`src/rtl/eth_tx_sched_pkg.sv`:
```
// Shared types and defaults for the eth_tx_sched frame scheduler.
package eth_tx_sched_pkg;

    typedef enum logic [1:0] {
        IDLE,
        SEND,
        TAIL,
        GAP
    } sched_state_t;

    localparam int ETH_MAX_FRAME = 1518;
    localparam int DEF_AW        = $clog2(ETH_MAX_FRAME + 1);
    localparam int DEF_IFG_CYC   = 960;

    function automatic int ptr_width(input int n);
        return (n > 2) ? 2 : 1;
    endfunction

endpackage

```
`src/rtl/eth_rr_arb.sv`:
```
// Round-robin arbiter: one-hot winner searched from the registered pointer.
module eth_rr_arb
    import eth_tx_sched_pkg::*;
#(
    parameter int NREQ = 2,
    parameter int PW   = ptr_width(NREQ)
) (
    input  logic            clk,
    input  logic            resetn,
    input  logic [NREQ-1:0] req,
    input  logic [PW-1:0]   ptr_nxt,
    input  logic            upd,
    output logic [NREQ-1:0] win,
    output logic [PW-1:0]   ptr
);

    logic          found;
    logic [PW-1:0] idx;

    always_ff @(posedge clk or negedge resetn) begin
        if (!resetn) begin
            ptr <= '0;
        end else if (upd) begin
            ptr <= ptr_nxt;
        end
    end

    // First requester at or after the pointer, wrapping modulo NREQ.
    always_comb begin
        win   = '0;
        found = 1'b0;
        idx   = '0;
        for (int off = 0; off < NREQ; off++) begin
            idx = PW'((int'(ptr) + off) % NREQ);
            if (!found && req[idx]) begin
                win[idx] = 1'b1;
                found    = 1'b1;
            end
        end
    end

endmodule

```
`src/rtl/eth_tx_sched.sv`:
```
// Shares one 10BASE-T transmitter among NREQ frame buffers, round-robin with an inter-frame gap.
// Optional watchdog abort enabled by defining ETH_TX_SCHED_WDT_EN.
module eth_tx_sched
    import eth_tx_sched_pkg::*;
#(
    parameter int NREQ    = 2,
    parameter int AW      = DEF_AW,
    parameter int IFG_CYC = DEF_IFG_CYC,
    parameter int TO_CYC  = 2_000_000
) (
    input  logic               clk,
    input  logic               resetn,
    input  logic [NREQ-1:0]    req,
    input  logic [NREQ*AW-1:0] len,
    input  logic [NREQ*8-1:0]  rd_data,
    output logic [NREQ-1:0]    gnt,
    output logic [AW-1:0]      rd_addr,
    output logic [NREQ-1:0]    done,
    output logic               err,
    output logic               busy,
    input  logic               mem_rd,
    input  logic               t_complete,
    output logic [7:0]         eth_in,
    output logic               b_end
);

    localparam int PW = ptr_width(NREQ);
    localparam int GW = $clog2(IFG_CYC + 1);

    if (NREQ < 2 || NREQ > 4 || IFG_CYC < 1 || TO_CYC < 1) begin : g_bad_param
        $error("eth_tx_sched: unsupported parameter set");
    end

    sched_state_t  state_q, state_d;
    logic [AW-1:0] flen;
    logic [GW-1:0] gap_cnt;
    logic [NREQ-1:0] win;
    logic [AW-1:0] win_len;
    logic [PW-1:0] ptr, ptr_nxt;
    logic          last, wdt_hit;
    logic          do_grant, do_inc, do_close, do_abort;

    eth_rr_arb #(
        .NREQ (NREQ),
        .PW   (PW)
    ) u_arb (
        .clk     (clk),
        .resetn  (resetn),
        .req     (req),
        .ptr_nxt (ptr_nxt),
        .upd     (do_close | do_abort),
        .win     (win),
        .ptr     (ptr)
    );

    always_comb begin
        win_len = '0;
        ptr_nxt = '0;
        eth_in  = '0;
        for (int i = 0; i < NREQ; i++) begin
            if (win[i]) win_len = len[i*AW +: AW];
            if (gnt[i]) begin
                eth_in  = rd_data[i*8 +: 8];
                ptr_nxt = (i == NREQ - 1) ? '0 : PW'(i + 1);
            end
        end
    end

    assign last  = (rd_addr == flen - AW'(1));
    assign busy  = (state_q != IDLE);
    assign b_end = (state_q == SEND || state_q == TAIL) && last;

    always_ff @(posedge clk or negedge resetn) begin
        if (!resetn) begin
            state_q <= IDLE;
        end else begin
            state_q <= state_d;
        end
    end

    // t_complete outranks both the watchdog and a coincident mem_rd.
    always_comb begin
        state_d  = state_q;
        do_grant = 1'b0;
        do_inc   = 1'b0;
        do_close = 1'b0;
        do_abort = 1'b0;
        case (state_q)
            IDLE: begin
                if (|req) begin
                    do_grant = 1'b1;
                    state_d  = SEND;
                end
            end
            SEND, TAIL: begin
                if (t_complete) begin
                    do_close = 1'b1;
                    state_d  = GAP;
                end else if (wdt_hit) begin
                    do_abort = 1'b1;
                    state_d  = GAP;
                end else if (state_q == SEND && mem_rd) begin
                    if (last) begin
                        state_d = TAIL;
                    end else begin
                        do_inc = 1'b1;
                    end
                end
            end
            GAP: begin
                if (gap_cnt == '0) state_d = IDLE;
            end
            default: state_d = IDLE;
        endcase
    end

    always_ff @(posedge clk or negedge resetn) begin
        if (!resetn) begin
            gnt     <= '0;
            flen    <= AW'(1);
            rd_addr <= '0;
            gap_cnt <= '0;
            done    <= '0;
        end else begin
            done <= '0;
            if (do_grant) begin
                gnt     <= win;
                flen    <= (win_len == '0) ? AW'(1) : win_len;
                rd_addr <= '0;
            end
            if (do_inc) rd_addr <= rd_addr + 1'b1;
            if (do_close || do_abort) begin
                gnt     <= '0;
                gap_cnt <= GW'(IFG_CYC - 1);
            end
            if (do_close) done <= gnt;
            if (state_q == GAP && gap_cnt != '0) gap_cnt <= gap_cnt - 1'b1;
        end
    end

`ifdef ETH_TX_SCHED_WDT_EN
    localparam int WW = $clog2(TO_CYC + 1);
    logic [WW-1:0] wdt_cnt;

    always_ff @(posedge clk or negedge resetn) begin
        if (!resetn) begin
            wdt_cnt <= '0;
            err     <= 1'b0;
        end else begin
            err <= do_abort;
            if (do_grant) begin
                wdt_cnt <= '0;
            end else if (state_q == SEND || state_q == TAIL) begin
                wdt_cnt <= wdt_cnt + 1'b1;
            end
        end
    end

    assign wdt_hit = (wdt_cnt == WW'(TO_CYC - 1));
`else
    assign wdt_hit = 1'b0;
    assign err     = 1'b0;
`endif

endmodule

```
`config.mk`:
```
export PLATFORM = sky130hd
export DESIGN_NAME = eth_tx_sched
export DESIGN_NICKNAME = d
export VERILOG_FILES = /design/src/rtl/eth_tx_sched_pkg.sv /design/src/rtl/eth_rr_arb.sv /design/src/rtl/eth_tx_sched.sv
export SDC_FILE = /design/constraint.sdc
export NUM_CORES = 1
export LEC_CHECK = 0
export CORE_ASPECT_RATIO = 0.6
export CORE_UTILIZATION = 44
export DETAILED_ROUTE_END_ITERATION = 7
export GPL_ROUTABILITY_DRIVEN = 0
export PLACE_DENSITY = 0.77
export SYNTH_ARGS = -nofsm -noshare
export SYNTH_HDL_FRONTEND = slang
export SYNTH_HIERARCHICAL = 1
export SYNTH_SLANG_ARGS = --single-unit
```
`constraint.sdc`:
```
create_clock -name clk -period 2.75 [get_ports clk]
set_clock_uncertainty 0.15 [all_clocks]
set_input_delay 0.55 -clock clk [delete_from_list [all_inputs] [get_ports clk]]
set_output_delay 0.55 -clock clk [all_outputs]
set_load 0.005 [all_outputs]
```
==> metrics.txt <==
crit-path max cell delay=400 ps; Cell Area, Synth=2600 µm²; Worst path slowest cell=dfrtp_1; gr usage total=24.3%; DR WL/cell=14.6 µm; DRC violation total after the first TritonRoute iteration=130; critical setup path kind=reg2out; Hold Fails Final Rpt=0; commonest non-fill, non-tap cell in the layout=clkdlybuf4s50_1; clk buf depth=2; Ys Warns=6; Final period util=110%; syn_nets=354; DRC viols=0; vias=2700; worst skew pair latency=280 ps; critical path fanouts, max=3; CTS tree=yes; die footprint=6230 µm²; final setup vio count=8; Ant. Diodes=0; setup ws final=-283 ps; routed vias/inst=5.51; pwr dens=813 nW/µm²; global-route wire length before repair=11400 µm; Layout area overhead=47.3%; layout cells sized above 1=19.0%; RSZ-0062 raised after global routing=true; Min Hold Slack=224 ps; Least-Margin Pin Slew=864 ps; syn_area_per_cell=8.56 µm²; Yosys cell types=53; Clock Sinks=39; WL final=7160 µm; outcome=finished, violations left; Synth Instances=304; die height=61.6 µm; die width=101 µm; vias in the first global route=2464; io pins=70; largest net degree at the start of global routing=40; Critical Path AT=2330 ps; FMAX=0.330 GHz; flops & latches, synth=39; core area=5620 µm²; TritonCTS buffer count=5; CP Launch Type=register; CP required=2050 ps; commonest non-fill, non-tap cells in the layout=66 x clkdlybuf4s50_1, 40 x buf_4, 38 x dfrtp_1, 33 x nand2_1, 24 x o21ai_0; sequential area share after synthesis=37.6%; min-delay worst type=in2async; Slew Viols, Final=0; H-tree levels=2; FFs w/ async S/R, synth=100%; 1st-pass router iterations=4; Post-synth EDFFs=0; initial antenna violation count=0; Final Util=68.2%; total grt overflow=0; CP endpoint kind=output port; Initial Util=46.3%; Overall Power=3110 µW; Worst-path clk slew=70 ps; failing checks=negative setup slack; Worst IR Drop VDD=0.000487 V; pre-CTS worst setup slack=-486 ps; CP cell instances=inv_2 -> ha_4 -> nor3b_4 -> nand2_4 -> mux2i_1 -> o311a_1 -> nor4_2 -> and2_1 -> buf_2; IO Port Bufs=68; clock root buffer=clkbuf_8; row cnt=21; Hold Buf Count CTS=0; DP HPWL=5430 µm; slew margin rel.=42.4%; post-route minimum period=3030 ps; nets=459; Antenna Violating Nets Remaining=0; P_leak=0.00158 µW; max-capacitance violation count=0; setup_tns=-663 ps; ys flop type=dfrtp_1
-- synthesized netlist by cell type, types with 8 or more instances --
cell      count  area [µm²]
dfrtp_1      38         951
nand2_1      34         128
o21ai_0      26         130
nor2_1       16        60.1
inv_1        14        52.6
nor3_1       13        65.1
a21oi_1      11        55.1
clkbuf_1     10        37.5
a22oi_1       9        67.6
nand2b_1      9        56.3
a211oi_1      8        60.1
a22o_1        8        70.1
mux2i_1       8        80.1
xnor2_1       8        70.1
-- what timing repair did --
action / in CTS / in global routing
hold endpoints to repair: 0 / 0
pin swaps: 6 / 12
gates resized for setup: 15 / 13
endpoints found under the setup margin: 2 / 13
buffers inserted: 2 / 6
-- registers in the layout, indices dropped and copies added, names as in the netlist --
signal	flops
u_arb/ptr	1
gap_cnt	10
state_q	2
flen	11
done	2
rd_addr	11
gnt	2
-- layout make-up --
| cell class | count | area, µm² |
|---|---|---|
| Fill cell | 473 | 1790 |
| Multi-Input combinational cell | 234 | 1570 |
| Timing Repair Buffer | 114 | 1050 |
| Sequential cell | 39 | 977 |
| Tap cell | 80 | 100 |
| Clock buffer | 7 | 76.3 |
| Inverter | 15 | 56.3 |
| Clock inverter | 1 | 5.00 |
-- critical path, delay by kind of cell (launching register included) --
family,cells,cell delay (ps)
adders and majority gates,1,130
AOI/OAI and AO/OA,1,390
muxes,1,130
and+or+nand+nor,4,800
DFF,1,400
buffers and inverters,2,190
-- metal layers --
metal / wire length (µm) / global-route usage, %
met5: 0 / 0
met1: 3510 / 32.9
met3: 495 / 6.02
met2: 3000 / 38.3
met4: 153 / 8.90
-- path summary, 6_finish.rpt --
check / startpoint / end / slack [ps] / cells past startpoint
max: flen[1]$_DFFE_PN0P_ / b_end / -280 / 9
max in group asynchronous: resetn / flen[9]$_DFFE_PN0P_ / 1690 / 1
min in group clk: gap_cnt[3]$_DFFE_PN0P_ / gap_cnt[3]$_DFFE_PN0P_ / 350 / 1
min reg2reg: gap_cnt[3]$_DFFE_PN0P_ / gap_cnt[3]$_DFFE_PN0P_ / 350 / 1
min: resetn / gap_cnt[3]$_DFFE_PN0P_ / 220 / 1
max reg2reg: flen[6]$_DFFE_PN0P_ / rd_addr[2]$_DFFE_PN0P_ / -70 / 11
-- cell families after synthesis --
family                   count (synthesis)  synth area share, %
AND/OR/NAND/NOR                        116                 23.1
AO/OA/AOI/OAI                           91                 23.8
flip-flops                              39                 37.6
buffers and inverters                   31                 5.34
XOR/XNOR                                12                 4.04
multiplexers                             8                 3.08
adder cells (fa/ha/maj)                  6                 2.89
other                                    1                0.144
-- where the power goes --
| part | internal [µW] | leakage (µW) | switching (µW) | total, µW |
|---|---|---|---|---|
| sequential | 721 | 0.000481 | 133 | 853 |
| clock | 178 | 0.0000422 | 189 | 367 |
| combinational | 960 | 0.00106 | 934 | 1890 |
-- through the flow --
| step | instance area (µm²) | instances |
|---|---|---|
| after floorplan | 2600 | 304 |
| after global placement | 3620 | 477 |
| after detailed placement | 3620 | 477 |
| after CTS | 3760 | 487 |
| after global routing | 3830 | 490 |
| final | 3830 | 490 |
Note: power is estimated with default switching activity, not from simulation.
